$ cat src/rtl/rv_pkg.sv
// Shared RV32I definitions: opcode constants, the decoded control bundle and
// the operand-use decode needed by hazard detection.
package rv_pkg;

    localparam logic [6:0] OP_R      = 7'b0110011;
    localparam logic [6:0] OP_IMM    = 7'b0010011;
    localparam logic [6:0] OP_LOAD   = 7'b0000011;
    localparam logic [6:0] OP_STORE  = 7'b0100011;
    localparam logic [6:0] OP_BRANCH = 7'b1100011;
    localparam logic [6:0] OP_LUI    = 7'b0110111;
    localparam logic [6:0] OP_AUIPC  = 7'b0010111;
    localparam logic [6:0] OP_JAL    = 7'b1101111;
    localparam logic [6:0] OP_JALR   = 7'b1100111;

    typedef struct packed {
        logic       alu_src;
        logic       mem_to_reg;
        logic       reg_write;
        logic       mem_read;
        logic       mem_write;
        logic       branch;
        logic [1:0] alu_op;
    } ctrl_t;

    localparam ctrl_t CTRL_NOP = '0;

    // rs1 is read by everything except the upper-immediate forms and JAL
    function automatic logic uses_rs1(input logic [6:0] opcode);
        return !((opcode == OP_LUI) || (opcode == OP_AUIPC) || (opcode == OP_JAL));
    endfunction

    function automatic logic uses_rs2(input logic [6:0] opcode);
        return (opcode == OP_R) || (opcode == OP_STORE) || (opcode == OP_BRANCH);
    endfunction

endpackage

$ cat src/rtl/id_ex_stage_hazard_unit.sv
// Load-use hazard detection: a load in EX whose destination is read by the
// instruction in ID forces a one-cycle stall, unless EX is redirecting.
module hazard_unit
    import rv_pkg::*;
(
    input  logic       id_valid,
    input  logic [6:0] id_opcode,
    input  logic [4:0] id_rs1,
    input  logic [4:0] id_rs2,
    input  logic       flush,
    input  logic       ex_valid,
    input  logic       ex_mem_read,
    input  logic [4:0] ex_rd,
    output logic       load_use_stall
);

    logic [1:0] src_used;
    logic [1:0] src_match;
    logic [4:0] src_idx [2];

    assign src_used[0] = uses_rs1(id_opcode);
    assign src_used[1] = uses_rs2(id_opcode);
    assign src_idx[0]  = id_rs1;
    assign src_idx[1]  = id_rs2;

    generate
        for (genvar gi = 0; gi < 2; gi++) begin : g_src
            assign src_match[gi] = src_used[gi] && (src_idx[gi] == ex_rd);
        end
    endgenerate

    // x0 is never a real destination, so a load to x0 cannot create a hazard
    assign load_use_stall = id_valid && ex_valid && ex_mem_read && (ex_rd != 5'd0)
                            && (|src_match) && !flush;

endmodule

$ cat src/rtl/id_ex_stage.sv
// ID/EX pipeline register with load-use stall generation, flush handling and
// a free-running count of inserted bubbles.
module id_ex_stage
    import rv_pkg::*;
#(
    parameter int XLEN  = 32,
    parameter int CNT_W = 32
) (
    input  logic            clk,
    input  logic            rst,
    input  logic            id_valid,
    input  logic [6:0]      id_opcode,
    input  logic            id_alu_src,
    input  logic            id_mem_to_reg,
    input  logic            id_reg_write,
    input  logic            id_mem_read,
    input  logic            id_mem_write,
    input  logic            id_branch,
    input  logic [1:0]      id_alu_op,
    input  logic [XLEN-1:0] id_pc,
    input  logic [XLEN-1:0] id_rs1_data,
    input  logic [XLEN-1:0] id_rs2_data,
    input  logic [XLEN-1:0] id_imm,
    input  logic [4:0]      id_rs1,
    input  logic [4:0]      id_rs2,
    input  logic [4:0]      id_rd,
    input  logic [2:0]      id_funct3,
    input  logic            id_funct7_b5,
    input  logic            flush,
    output logic            load_use_stall,
    output logic            ex_valid,
    output logic            ex_alu_src,
    output logic            ex_mem_to_reg,
    output logic            ex_reg_write,
    output logic            ex_mem_read,
    output logic            ex_mem_write,
    output logic            ex_branch,
    output logic [1:0]      ex_alu_op,
    output logic [XLEN-1:0] ex_pc,
    output logic [XLEN-1:0] ex_rs1_data,
    output logic [XLEN-1:0] ex_rs2_data,
    output logic [XLEN-1:0] ex_imm,
    output logic [4:0]      ex_rs1,
    output logic [4:0]      ex_rs2,
    output logic [4:0]      ex_rd,
    output logic [2:0]      ex_funct3,
    output logic            ex_funct7_b5,
    output logic [CNT_W-1:0] bubble_count
);

    ctrl_t            id_ctrl;
    ctrl_t            ctrl_reg;
    logic             valid_reg;
    logic [XLEN-1:0]  pc_reg;
    logic [XLEN-1:0]  rs1_data_reg;
    logic [XLEN-1:0]  rs2_data_reg;
    logic [XLEN-1:0]  imm_reg;
    logic [4:0]       rs1_reg;
    logic [4:0]       rs2_reg;
    logic [4:0]       rd_reg;
    logic [2:0]       funct3_reg;
    logic             funct7_b5_reg;
    logic [CNT_W-1:0] bubble_count_reg;
    logic             insert_bubble;

    assign id_ctrl = '{
        alu_src:    id_alu_src,
        mem_to_reg: id_mem_to_reg,
        reg_write:  id_reg_write,
        mem_read:   id_mem_read,
        mem_write:  id_mem_write,
        branch:     id_branch,
        alu_op:     id_alu_op
    };

    hazard_unit u_hazard (
        .id_valid       (id_valid),
        .id_opcode      (id_opcode),
        .id_rs1         (id_rs1),
        .id_rs2         (id_rs2),
        .flush          (flush),
        .ex_valid       (valid_reg),
        .ex_mem_read    (ctrl_reg.mem_read),
        .ex_rd          (rd_reg),
        .load_use_stall (load_use_stall)
    );

    // The stall term is already masked by flush, so this is true for exactly
    // one counted bubble even when both causes coincide.
    assign insert_bubble = flush || load_use_stall;

    always_ff @(posedge clk) begin
        if (rst || insert_bubble) begin
            valid_reg     <= 1'b0;
            ctrl_reg      <= CTRL_NOP;
            pc_reg        <= '0;
            rs1_data_reg  <= '0;
            rs2_data_reg  <= '0;
            imm_reg       <= '0;
            rs1_reg       <= '0;
            rs2_reg       <= '0;
            rd_reg        <= '0;
            funct3_reg    <= '0;
            funct7_b5_reg <= 1'b0;
        end else begin
            valid_reg     <= id_valid;
            // An empty ID slot must never carry live control into EX
            ctrl_reg      <= id_valid ? id_ctrl : CTRL_NOP;
            pc_reg        <= id_pc;
            rs1_data_reg  <= id_rs1_data;
            rs2_data_reg  <= id_rs2_data;
            imm_reg       <= id_imm;
            rs1_reg       <= id_rs1;
            rs2_reg       <= id_rs2;
            rd_reg        <= id_rd;
            funct3_reg    <= id_funct3;
            funct7_b5_reg <= id_funct7_b5;
        end
    end

    always_ff @(posedge clk) begin
        if (rst) begin
            bubble_count_reg <= '0;
        end else if (insert_bubble) begin
            bubble_count_reg <= bubble_count_reg + CNT_W'(1);
        end
    end

    assign ex_valid      = valid_reg;
    assign ex_alu_src    = ctrl_reg.alu_src;
    assign ex_mem_to_reg = ctrl_reg.mem_to_reg;
    assign ex_reg_write  = ctrl_reg.reg_write;
    assign ex_mem_read   = ctrl_reg.mem_read;
    assign ex_mem_write  = ctrl_reg.mem_write;
    assign ex_branch     = ctrl_reg.branch;
    assign ex_alu_op     = ctrl_reg.alu_op;
    assign ex_pc         = pc_reg;
    assign ex_rs1_data   = rs1_data_reg;
    assign ex_rs2_data   = rs2_data_reg;
    assign ex_imm        = imm_reg;
    assign ex_rs1        = rs1_reg;
    assign ex_rs2        = rs2_reg;
    assign ex_rd         = rd_reg;
    assign ex_funct3     = funct3_reg;
    assign ex_funct7_b5  = funct7_b5_reg;
    assign bubble_count  = bubble_count_reg;

endmodule
$ cat config.mk
export PLATFORM = sky130hd
export DESIGN_NAME = id_ex_stage
export DESIGN_NICKNAME = d
export VERILOG_FILES = /design/src/rtl/rv_pkg.sv /design/src/rtl/id_ex_stage_hazard_unit.sv /design/src/rtl/id_ex_stage.sv
export SDC_FILE = /design/constraint.sdc
export NUM_CORES = 1
export LEC_CHECK = 0
export CORE_AREA = 2 2 140 142
export DETAILED_ROUTE_END_ITERATION = 12
export DIE_AREA = 0 0 142 144
export GPL_TIMING_DRIVEN = 1
export MAX_ROUTING_LAYER = met4
export PLACE_DENSITY = 0.72
export SYNTH_ARGS = -nofsm -noshare
export SYNTH_HDL_FRONTEND = slang
export SYNTH_SLANG_ARGS = --single-unit
$ cat constraint.sdc
create_clock -name clk -period 6.9 [get_ports clk]
set_clock_uncertainty 0.1 [all_clocks]
set_input_delay 1.38 -clock clk [delete_from_list [all_inputs] [get_ports clk]]
set_output_delay 1.38 -clock clk [all_outputs]
set_load 0.1 [all_outputs]
# Yosys cells after proc, flatten, opt, wreduce, memory -nomap -nowiden
# Cells that the tools add are included.
# word_totals
memories	0
latchBits	0
ram_bits	0
input_bits	166
romBits	0
register_bits	188
# classes
n_bitwise	1
reduce_logical	18
multipliers	0
n_mux	0
eq_ne	8
div_mod_pow	0
n_lt_le_gt_ge	0
shifts	0
n_addsub	1
# op_table
op	count
32-bit by 1-bit adder with 32-bit output, second input constant	1
7-bit by 6-bit == test with 1-bit output, second input constant	3
7-bit == test, second input constant	2
5-bit == test	2
7-bit by 5-bit == test with 1-bit output, second input constant	1
1-bit logical AND	7
1-bit logical OR	6
5-bit nonzero test	1
2-bit OR reduction	2
1-bit zero test	2
1-bit inverter	1

# Depth between registers and ports, before layout
# Gate-level depths: netlist of the first run.
# logic_depth
word_depth	11
depth_mapped	8

# Modules after synthesis
# Synthesis of the first run repeated with hierarchy kept, for this count alone.
# unflattened
hier_cells	532
hier_area_um2	5854.4
# by_module_without_submodules
mod	area_each_um2	instances	cells_each	seq_area_each_um2
id_ex_stage	5674.2	1	508	3763.6
hazard_unit	180.2	1	24	0.0

# Worst setup path before layout of the first run
# Ideal clock, no wire load.
# synth_timing
path_kind	input to output
from	in id_opcode[3]
to	out load_use_stall
path_stages	6
setup_slack_ns	1.791
t_required_ns	5.420
n_path_buf	1
arrival_ns	3.629
cell_sequence	nor3b_1 -> nand4_1 -> nor4b_2 -> o21ai_2 -> buf_6 -> nor2_1
# synth_via
elab_chain_len	8
elab_cells_between_ends	16
cone_classes	6 x eq/ne; 10 x reduce/logical
# synth_rtl
item	line_no	text
start, declared	id_ex_stage.sv:12	input logic [6:0] id_opcode,
7-bit by 6-bit == test with 1-bit output or 7-bit by 5-bit == test with 1-bit output (tied branches)	rv_pkg.sv:29	return !((opcode == OP_LUI) || (opcode == OP_AUIPC) || (opcode == OP_JAL));
1-bit logical OR (2 in series)	rv_pkg.sv:29	
1-bit zero test	rv_pkg.sv:29	
1-bit logical AND	id_ex_stage_hazard_unit.sv:28	assign src_match[gi] = src_used[gi] && (src_idx[gi] == ex_rd);
2-bit OR reduction (*)	id_ex_stage_hazard_unit.sv:34	&& (|src_match) && !flush;
1-bit logical AND (*) (2 in series)	id_ex_stage_hazard_unit.sv:34	
end, declared	id_ex_stage.sv:30	output logic load_use_stall,
# Every way passes the cells marked *; elsewhere a longest branch is shown, timed or not.

# Final worst setup path of the first run
# layout_timing
from	in id_valid
to	out load_use_stall
# layout_via
elab_chain_len	5
# layout_rtl
item	line_no	text
start, declared	id_ex_stage.sv:11	input logic id_valid,
1-bit logical AND (3 in series)	id_ex_stage_hazard_unit.sv:33	assign load_use_stall = id_valid && ex_valid && ex_mem_read && (ex_rd != 5'd0)
1-bit logical AND (2 in series)	id_ex_stage_hazard_unit.sv:34	
# Every way passes these cells.

==> results of run 1 <==
[power by group through the flow]
stage / sequential, mW / clock, mW / combinational [mW]
2_1_floorplan: 1.43 / 0 / 0.0555
3_3_place_gp: 1.16 / 0 / 0.499
3_5_place_dp: 1.16 / 0 / 0.500
4_1_cts: 1.13 / 1.01 / 0.502
5_1_grt: 1.14 / 1.05 / 0.518
6_report: 1.13 / 0.983 / 0.499
[final timing paths]
| kind | from | slack (ns) | to |
|---|---|---|---|
| worst min-delay path | bubble_count[31] | 0.47 | bubble_count[31] |
| worst min register to register | bubble_count[31] | 0.47 | bubble_count[31] |
| worst max register to register | ex_rd[1] | 3.49 | ex_rd[0] |
| worst max-delay path | id_valid | 1.98 | load_use_stall |
[layout by cell type, fill, tap and decap left out, types with 8 or more instances in the layout]
| cell type | count |
|---|---|
| clkbuf_16 | 17 |
| and2_2 | 90 |
| mux2_2 | 29 |
| a21oi_1 | 25 |
| nor2_1 | 33 |
| nand3_1 | 21 |
| nor2b_1 | 30 |
| dfxtp_1 | 188 |
| and3_1 | 17 |
| clkdlybuf4s50_1 | 352 |
| nand4_1 | 8 |
| and2_1 | 59 |
[area by class of cell]
class	instances	area share [%]
clock buffers	18	4.13
repair buffers	357	33.4
well taps	238	2.80
inverters	1	0.0353
flip-flops and latches	188	35.4
diodes	3	0.0706
clock inverters	13	1.43
multi-input cells	358	22.7
[through the flow]
stage	hold WS (ns)	setup WS [ns]	instance area [µm²]	utilization [%]	total power, mW
floorplan	0.845	1.79	6350	-	1.48
finish	0.474	1.98	10600	55.8	2.62
global route	0.496	1.80	10600	55.8	2.71
detailed placement	0.458	2.00	10000	52.6	1.66
CTS	0.470	1.98	10600	55.7	2.65
global placement	0.446	2.02	10000	52.6	1.66
[cells by family after synthesis]
logic type,count (synthesis)
compound gates,39
fa+ha+maj,1
flops,188
xor+xnor,10
mux,30
simple gates,278
buf+inv,32
[tightest hold or removal path: cells and delay by family (launching register included)]
kind / cells / cell delay [ns]
mux: 1 / 0.14
simple gates: 1 / 0.09
flops: 1 / 0.32
[per-layer routing]
metal  vias up  routed length (µm)  global-route usage (%)
li1       2581                   -                       -
met1      2358                7240                    19.6
met2       184                9820                    31.6
met3        30                1860                    9.30
met4         0                 380                    6.53
met5         -                   0                       -
==> metrics.cfg, run 1 <==
[worst_setup_path]
critical-path-max-stage-delay_ns=0.79
cp_max_fo=28
end_kind=output pin
crit_family=buffers and inverters
worstRegToRegCells=7
path_cells=clkdlybuf4s50_1, o2111ai_1, a31oi_1, o21ai_2, buf_4, nor2_1, buf_4
arrival_ns=3.44
cp-start-kind=input port
cpMaxStageDelayCell=clkdlybuf4s50_1
required_ns=5.42
timing.critical_path.mode_cell=buf_4
crit_cells=7
path_buf_inv=3
path_class=in2out

[synth]
yosysTopAreaCellShare_pct=59.3
yosysSeqAreaShare_pct=59.3
synth_seq_cells=188
synth-xor-area-share_pct=1.38
synthAdderAreaFrac_pct=0.197
muxShareOfSynthArea_pct=5.32
avgSynthCellArea_um2=11.0
synth_compound_gate_area_share_pct=3.57
ys_top_cells_by_area=dfxtp_1 59%, and2_2 11%, and2_1 5.8%
syn_inst=578
synthesis.area_mm2=0.00635
synth_top_area_cell=dfxtp_1
synth_top_family_by_area=simple AND/OR/NAND/NOR gates
yosys.area_share.simple_pct=27.6
yosysMostFrequentCell=dfxtp_1
synth_edf_count=0
synth_fp_nets=745
synthFlopType=dfxtp_1
yosysUniqueCellTypes=36
ys_async_sr_fraction_pct=0
synth_commonest_cells=188 x dfxtp_1, 90 x and2_2, 59 x and2_1, 33 x nor2_1, 30 x nor2b_1
yosysWarnings=0

[power]
pwr-share-clk_pct=37.6
swShare_pct=30.8
p_int_mw=1.81
p_per_area_mw_per_mm2=246
vdd_drop_max_mv=0.162
seq_power_share_pct=43.3
p_sw_mw=0.804
p_leak_nw=4.17
p_comb_share_pct=19.1

[run]
max-cap-violations=0

[detailed_routing]
drc=0
drt-initial-drc-count=243
vias_per_cell=4.38
vias=5153
ant_nets=0
wl_per_cell_um=16.4
drt-total-wl_mm=19.3
first_pass_iters=4

[timing]
max_freq_mhz=203
rsz0062_at_grt=no
min_period_ns=4.92
setup_violations=0
period_share_pct=71.2
tightest_slew_ns=1.06
slew_violations=0
hold_viol_final=0
slew_headroom_pct=28.9
tns_ns=0

[cells_and_area]
area.sequential_mm2=0.00376
fillers=1657
multi_input_area_mm2=0.00242
drive_above_1_share_pct=17.1
instances_no_fill=1176
area.growth.synth_to_final_pct=67.5
nets=1090

[clock_tree]
cts.sinks=188
post_cts_buffers=0
cts.clk_slew.worst_paths_ns=0.07
htreeDepth=4
clkLatencyLatePin_ns=0.42
clock_path_buffers=2
holdBufCountCts=0
cts_tree=yes
root_buffer=clkbuf_16
cts_resized=0
cts_buffers=17

[run_status]
outcome=complete, no violations

[place]
dp_hpwl_mm=14.7
place_inst=1142
numPortBuffers=354
gp_congestion=0.788

[grt]
grt_max_degree=134
antenna_found_initial=3
grtUsageTotal_pct=19.0
grt_pass1_wl_mm=27.9
overflow=0
grt_pass1_vias=5053

[floorplan]
fp.dieH_um=144
die_x_um=142
coreArea_mm2=0.0191
io_pins=355
rows=51
die_area_mm2=0.0204
initial_core_util_pct=33.3

[hold_path]
worstHoldPathType=reg2reg
min_path_cells=2

Power figures use the tool's default switching activity.
==> run 2: changes to the inputs <==
CORE_AREA = 2 2 138 140   (was 2 2 140 142)
DIE_AREA = 0 0 140 142   (was 0 0 142 144)
PLACE_DENSITY = 0.76   (was 0.72)
clock period = 4.1 ns   (was 6.9 ns; I/O delays follow)
==> run 2 against run 1 <==
Against the previous run:
- the flow now finishes with violations (design-rule violations)
- hold slack better by 0.0095 ns
- cell count about the same
- design area up 0.91%
- clock power up 78%
- combinational power up 69%
- critical path depth unchanged
- sequential share of layout area down 0.32 points
- sequential power up 69%
- via count up 0.72%
- count of clock-buffer cells in the layout down 1
- wire length up 1.1%
==> metrics.cfg, run 2 (synthesis results as in run 1) <==
[run_status]
outcome=finished, violations left
violations=design-rule violations

[power]
p_comb_share_pct=18.7  ; -0.4 points
p_per_area_mw_per_mm2=419  ; +70%
total_power_mw=4.50  ; +72%
p_int_mw=3.08  ; +70%
pwr-share-clk_pct=38.8  ; +1.2 points
p_sw_mw=1.42  ; +77%
swShare_pct=31.6  ; +0.85 points
vdd_drop_max_mv=0.328  ; +100%
seq_power_share_pct=42.4  ; -0.9 points
p_leak_nw=4.22  ; +1.2%

[clock_tree]
cts.clk_slew.worst_paths_ns=0.07  ; about the same
cts_resized=0  ; unchanged
cts_tree=yes
htreeDepth=4  ; unchanged
holdBufCountCts=0  ; unchanged
root_buffer=clkbuf_16
cts.sinks=188  ; unchanged
clkLatencyLatePin_ns=0.42  ; about the same
clock_path_buffers=2  ; unchanged
post_cts_buffers=0  ; unchanged
cts_buffers=17  ; unchanged

[floorplan]
io_pins=355  ; unchanged
coreArea_mm2=0.0185  ; -3.3%
die_area_mm2=0.0199  ; -2.8%
fp.dieH_um=142  ; -1.4%
rows=50  ; -2.0%
die_x_um=140  ; -1.4%
initial_core_util_pct=34.4  ; +1.1 points

[timing]
setup_violations=0  ; unchanged
max_freq_mhz=287
tns_ns=0  ; unchanged
min_period_ns=3.48
tightest_slew_ns=1.08  ; +0.0147 ns
slew_headroom_pct=27.9  ; -0.99 points
slew_violations=0  ; unchanged
rsz0062_at_grt=no
period_share_pct=84.9
hold_viol_final=0  ; unchanged

[run]
max-cap-violations=0  ; unchanged

[worst_setup_path]
cp-start-kind=input port
arrival_ns=2.56  ; -0.88 ns
cp_max_fo=2  ; -93%
path_cells=clkdlybuf4s50_1, nor3b_1, nand4_1, nor4b_2, o21ai_2, nor2_2, buf_12
required_ns=3.18  ; -2.24 ns
cpMaxStageDelayCell=clkdlybuf4s50_1
critical-path-max-stage-delay_ns=0.48  ; -0.31 ns
end_kind=output pin
path_class=in2out

[hold_path]
worstHoldPathType=reg2reg

[detailed_routing]
wl_per_cell_um=16.6  ; +1.2%
drc=8  ; +8
drt-total-wl_mm=19.5  ; +1.1%
ant_nets=0  ; unchanged
vias_per_cell=4.42  ; +0.80%
first_pass_iters=9  ; +5
drt-initial-drc-count=279  ; +15%
vias=5190  ; +0.72%

[place]
dp_hpwl_mm=14.7  ; +0.42%
numPortBuffers=354  ; unchanged
gp_congestion=0.871  ; +11%

[grt]
grtUsageTotal_pct=19.5  ; +0.51 points
antenna_found_initial=1  ; -2
grt_pass1_vias=5121  ; +1.3%
grt_max_degree=97  ; -28%
overflow=0  ; unchanged
grt_pass1_wl_mm=28.5  ; +2.3%

[cells_and_area]
drive_above_1_share_pct=17.7  ; +0.55 points
area.growth.synth_to_final_pct=69.0
final_cell_mix=352 x clkdlybuf4s50_1, 188 x dfxtp_1, 90 x and2_2, 59 x and2_1, 32 x nor2_1
layout_commonest_cell=clkdlybuf4s50_1
nets=1094  ; +0.37%

## run 2: per-stage QoR
stage / setup WS [ns] / util [%] / hold WS (ns) / instances / instance area [µm²]
6_report: 0.618 / 58.2 / 0.483 / 1175 / 10700
5_1_grt: 0.533 / 58.2 / 0.532 / 1175 / 10700
4_1_cts: 0.588 / 58.2 / 0.469 / 1174 / 10700
3_5_place_dp: 0.607 / 54.6 / 0.458 / 1142 / 10100
3_3_place_gp: 0.591 / 54.6 / 0.449 / 1142 / 10100
2_1_floorplan: 0.400 / - / 0.842 / 578 / 6350
## run 2: worst max-delay path, delay by kind of cell
family                 cells  cell delay, ns
buffers and inverters      2            0.67
AO/OA/AOI/OAI              1            0.15
AND/OR/NAND/NOR            4            0.90
## run 2: final timing paths
path | end | from | cells past startpoint | slack (ns)
max reg2reg | ex_imm[20] | ex_rd[1] | 7 | 1.25
max | load_use_stall | id_opcode[5] | 7 | 0.62
min | bubble_count[1] | bubble_count[1] | 2 | 0.48
min reg2reg | bubble_count[1] | bubble_count[1] | 2 | 0.48
## run 2: area by class of cell
type | instances | area [µm²]
Multi-Input combinational cell | 358 | 2420
Clock buffer | 17 | 425
Tap cell | 234 | 293
Clock inverter | 15 | 228
Inverter | 1 | 3.75
Antenna cell | 1 | 2.50
Timing Repair Buffer | 361 | 3600
Fill cell | 1554 | 7720
Sequential cell | 188 | 3760
## run 2: routing by layer
metal	GRT usage, %	wire length (µm)	vias to the layer above
li1	-	-	2579
met1	21.1	7560	2415
met2	34.3	10200	185
met3	7.07	1550	11
met4	4.68	179	0
met5	-	0	-
## run 2: power by group through the flow
stage	combinational, mW	clock, mW	sequential (mW)
global placement	0.841	0	1.95
CTS	0.847	1.80	1.91
global route	0.873	1.86	1.91
detailed placement	0.844	0	1.95
floorplan	0.0935	0	2.40
finish	0.843	1.75	1.91
==> run 3: changes to the inputs <==
clock period = 2.9 ns   (was 4.1 ns; I/O delays follow)
==> run 3 against run 2 <==
Against the previous run:
- the run still ends with design-rule violations left
- setup slack lost 0.55 ns
- count of clock-buffer cells in the layout is the same
- wire length grew 0.33%
- first-iteration DRC count shrank 6.5%
- die area is the same
- flip-flop and latch count is the same
- clock power grew 31%
- register-to-register slack lost 1.1 ns
==> metrics.cfg, run 3 (synthesis results as in run 1) <==
[cells_and_area]
utilization_pct=56.5  ; -1.6 points
area.growth.synth_to_final_pct=64.3
layout_commonest_cell=buf_4
drive_above_1_share_pct=39.5  ; +22 points
final_cell_mix=205 x buf_4, 183 x dfxtp_1, 158 x clkdlybuf4s50_1, 90 x and2_2, 59 x and2_1
nets=1108  ; +1.3%

[clock_tree]
cts_buffers=17  ; unchanged
cts_tree=yes
cts.sinks=188  ; unchanged
root_buffer=clkbuf_16
cts.clk_slew.worst_paths_ns=0.07  ; about the same
clkLatencyLatePin_ns=0.42  ; about the same
clock_path_buffers=2  ; unchanged
htreeDepth=4  ; unchanged

[worst_setup_path]
cp-start-kind=input port
worstRegToRegCells=7  ; unchanged
required_ns=2.22  ; -0.96 ns
arrival_ns=2.15  ; -0.41 ns
end_kind=output pin
crit_start=id_opcode[6]
reg2reg_slack_ns=0.19  ; -1.06 ns
path_class=in2out
r2r_end=ex_alu_src
cp_max_fo=3  ; +1
rr_startpoint=ex_rd[1]

[timing]
max_freq_mhz=354
hold_viol_final=0  ; unchanged
slew_violations=0  ; unchanged
slew_headroom_pct=50.9  ; +23 points
tns_ns=0  ; unchanged
min_period_ns=2.83
setup_violations=0  ; unchanged
period_share_pct=97.5
timing.hold.ws_ns=0.335  ; -0.148 ns
tightest_slew_ns=0.734  ; -0.344 ns

[place]
gp_congestion=0.832  ; -4.5%
dp_hpwl_mm=15.2  ; +2.9%
numPortBuffers=354  ; unchanged

[hold_path]
worstHoldPathType=in2reg
min_path_cells=2  ; unchanged
hp-start=id_rs2[1]
min_to=ex_rs2[1]

[run]
max-cap-violations=0  ; unchanged

[power]
seq_power_share_pct=43.7  ; +1.3 points
vdd_drop_max_mv=0.374  ; +14%
p_per_area_mw_per_mm2=592  ; +41%
p_sw_mw=1.97  ; +38%
p_int_mw=4.21  ; +37%
p_leak_nw=4.69  ; +11%
swShare_pct=31.8  ; +0.22 points
pwr-share-clk_pct=37.2  ; -1.6 points
p_comb_share_pct=19.1  ; +0.4 points

[floorplan]
initial_core_util_pct=34.4  ; unchanged
io_pins=355  ; unchanged
die_area_mm2=0.0199  ; unchanged
die_x_um=140  ; unchanged
fp.dieH_um=142  ; unchanged
coreArea_mm2=0.0185  ; unchanged
rows=50  ; unchanged

[detailed_routing]
wl_per_cell_um=16.4  ; -1.0%
top_layer_used=met4
wl_met3_mm=1.52  ; -2.1%
drt-total-wl_mm=19.6  ; +0.33%
drc=10  ; +2
first_pass_iters=9  ; unchanged
drt-initial-drc-count=261  ; -6.5%
vias=5317  ; +2.4%
wl_met1_mm=7.56  ; about the same
vias_per_cell=4.46  ; +1.1%
ant_nets=0  ; unchanged
met2WireLength_mm=10.2  ; about the same

[grt]
grt_pass1_vias=5262  ; +2.8%
grtUsageTotal_pct=19.8  ; +0.27 points
antenna_found_initial=3  ; +2
overflow=0  ; unchanged
grt_max_degree=63  ; -35%
grt_pass1_wl_mm=28.8  ; +1.1%

[run_status]
violations=design-rule violations
outcome=finished, violations left

## run 3: how the worst max path moves through the flow
stage / to / slack (ns)
2_1_floorplan: load_use_stall / 0.03
6_report: load_use_stall / 0.07
3_5_place_dp: load_use_stall / -0.18
5_1_grt: load_use_stall / -0.02
4_1_cts: load_use_stall / 0.003
3_3_place_gp: load_use_stall / -0.20
## run 3: power groups by stage
stage / logic, mW / clock network (mW) / registers (mW)
final: 1.18 / 2.30 / 2.70
after global routing: 1.22 / 2.49 / 2.71
after CTS: 1.19 / 2.36 / 2.70
after detailed placement: 1.18 / 0 / 2.76
after global placement: 1.18 / 0 / 2.76
after floorplan: 0.132 / 0 / 3.39
## run 3: metrics by stage
| step | instance area, µm² | std cells | setup slack [ns] | total power, mW |
|---|---|---|---|---|
| 2_1_floorplan | 6360 | 578 | 0.0279 | 3.53 |
| 3_3_place_gp | 9760 | 1154 | -0.204 | 3.93 |
| 3_5_place_dp | 9760 | 1154 | -0.178 | 3.94 |
| 4_1_cts | 10400 | 1187 | 0.00306 | 6.25 |
| 5_1_grt | 10400 | 1191 | -0.0171 | 6.42 |
| 6_report | 10400 | 1191 | 0.0730 | 6.18 |
## run 3: timing repair
item                       CTS  global route
hold buffers                 0             0
setup endpoints to repair    1             1
gates resized for setup      3             9
setup buffers                1             1
pin swaps                    3             6
## run 3: metal layers
layer / track usage, % / vias up
met3: 6.90 / 19
li1: - / 2604
met1: 21.8 / 2499
met5: - / -
met4: 5.90 / 0
met2: 33.9 / 195
## run 3: cell type report
| class | instances | area (µm²) |
|---|---|---|
| Timing Repair Buffer | 375 | 3300 |
| Clock inverter | 15 | 173 |
| Antenna cell | 3 | 7.51 |
| Clock buffer | 17 | 425 |
| Fill cell | 1611 | 8020 |
| Multi-Input combinational cell | 358 | 2460 |
| Sequential cell | 188 | 3770 |
| Tap cell | 234 | 293 |
| Inverter | 1 | 3.75 |
## run 3: critical path, cell delays in order
cell and delay, ns:
clkdlybuf4s50_1 0.53, nand2b_1 0.14, o21ai_0 0.11, a31oi_2 0.32, o21ai_4 0.13, nor2_4 0.14, buf_12 0.18
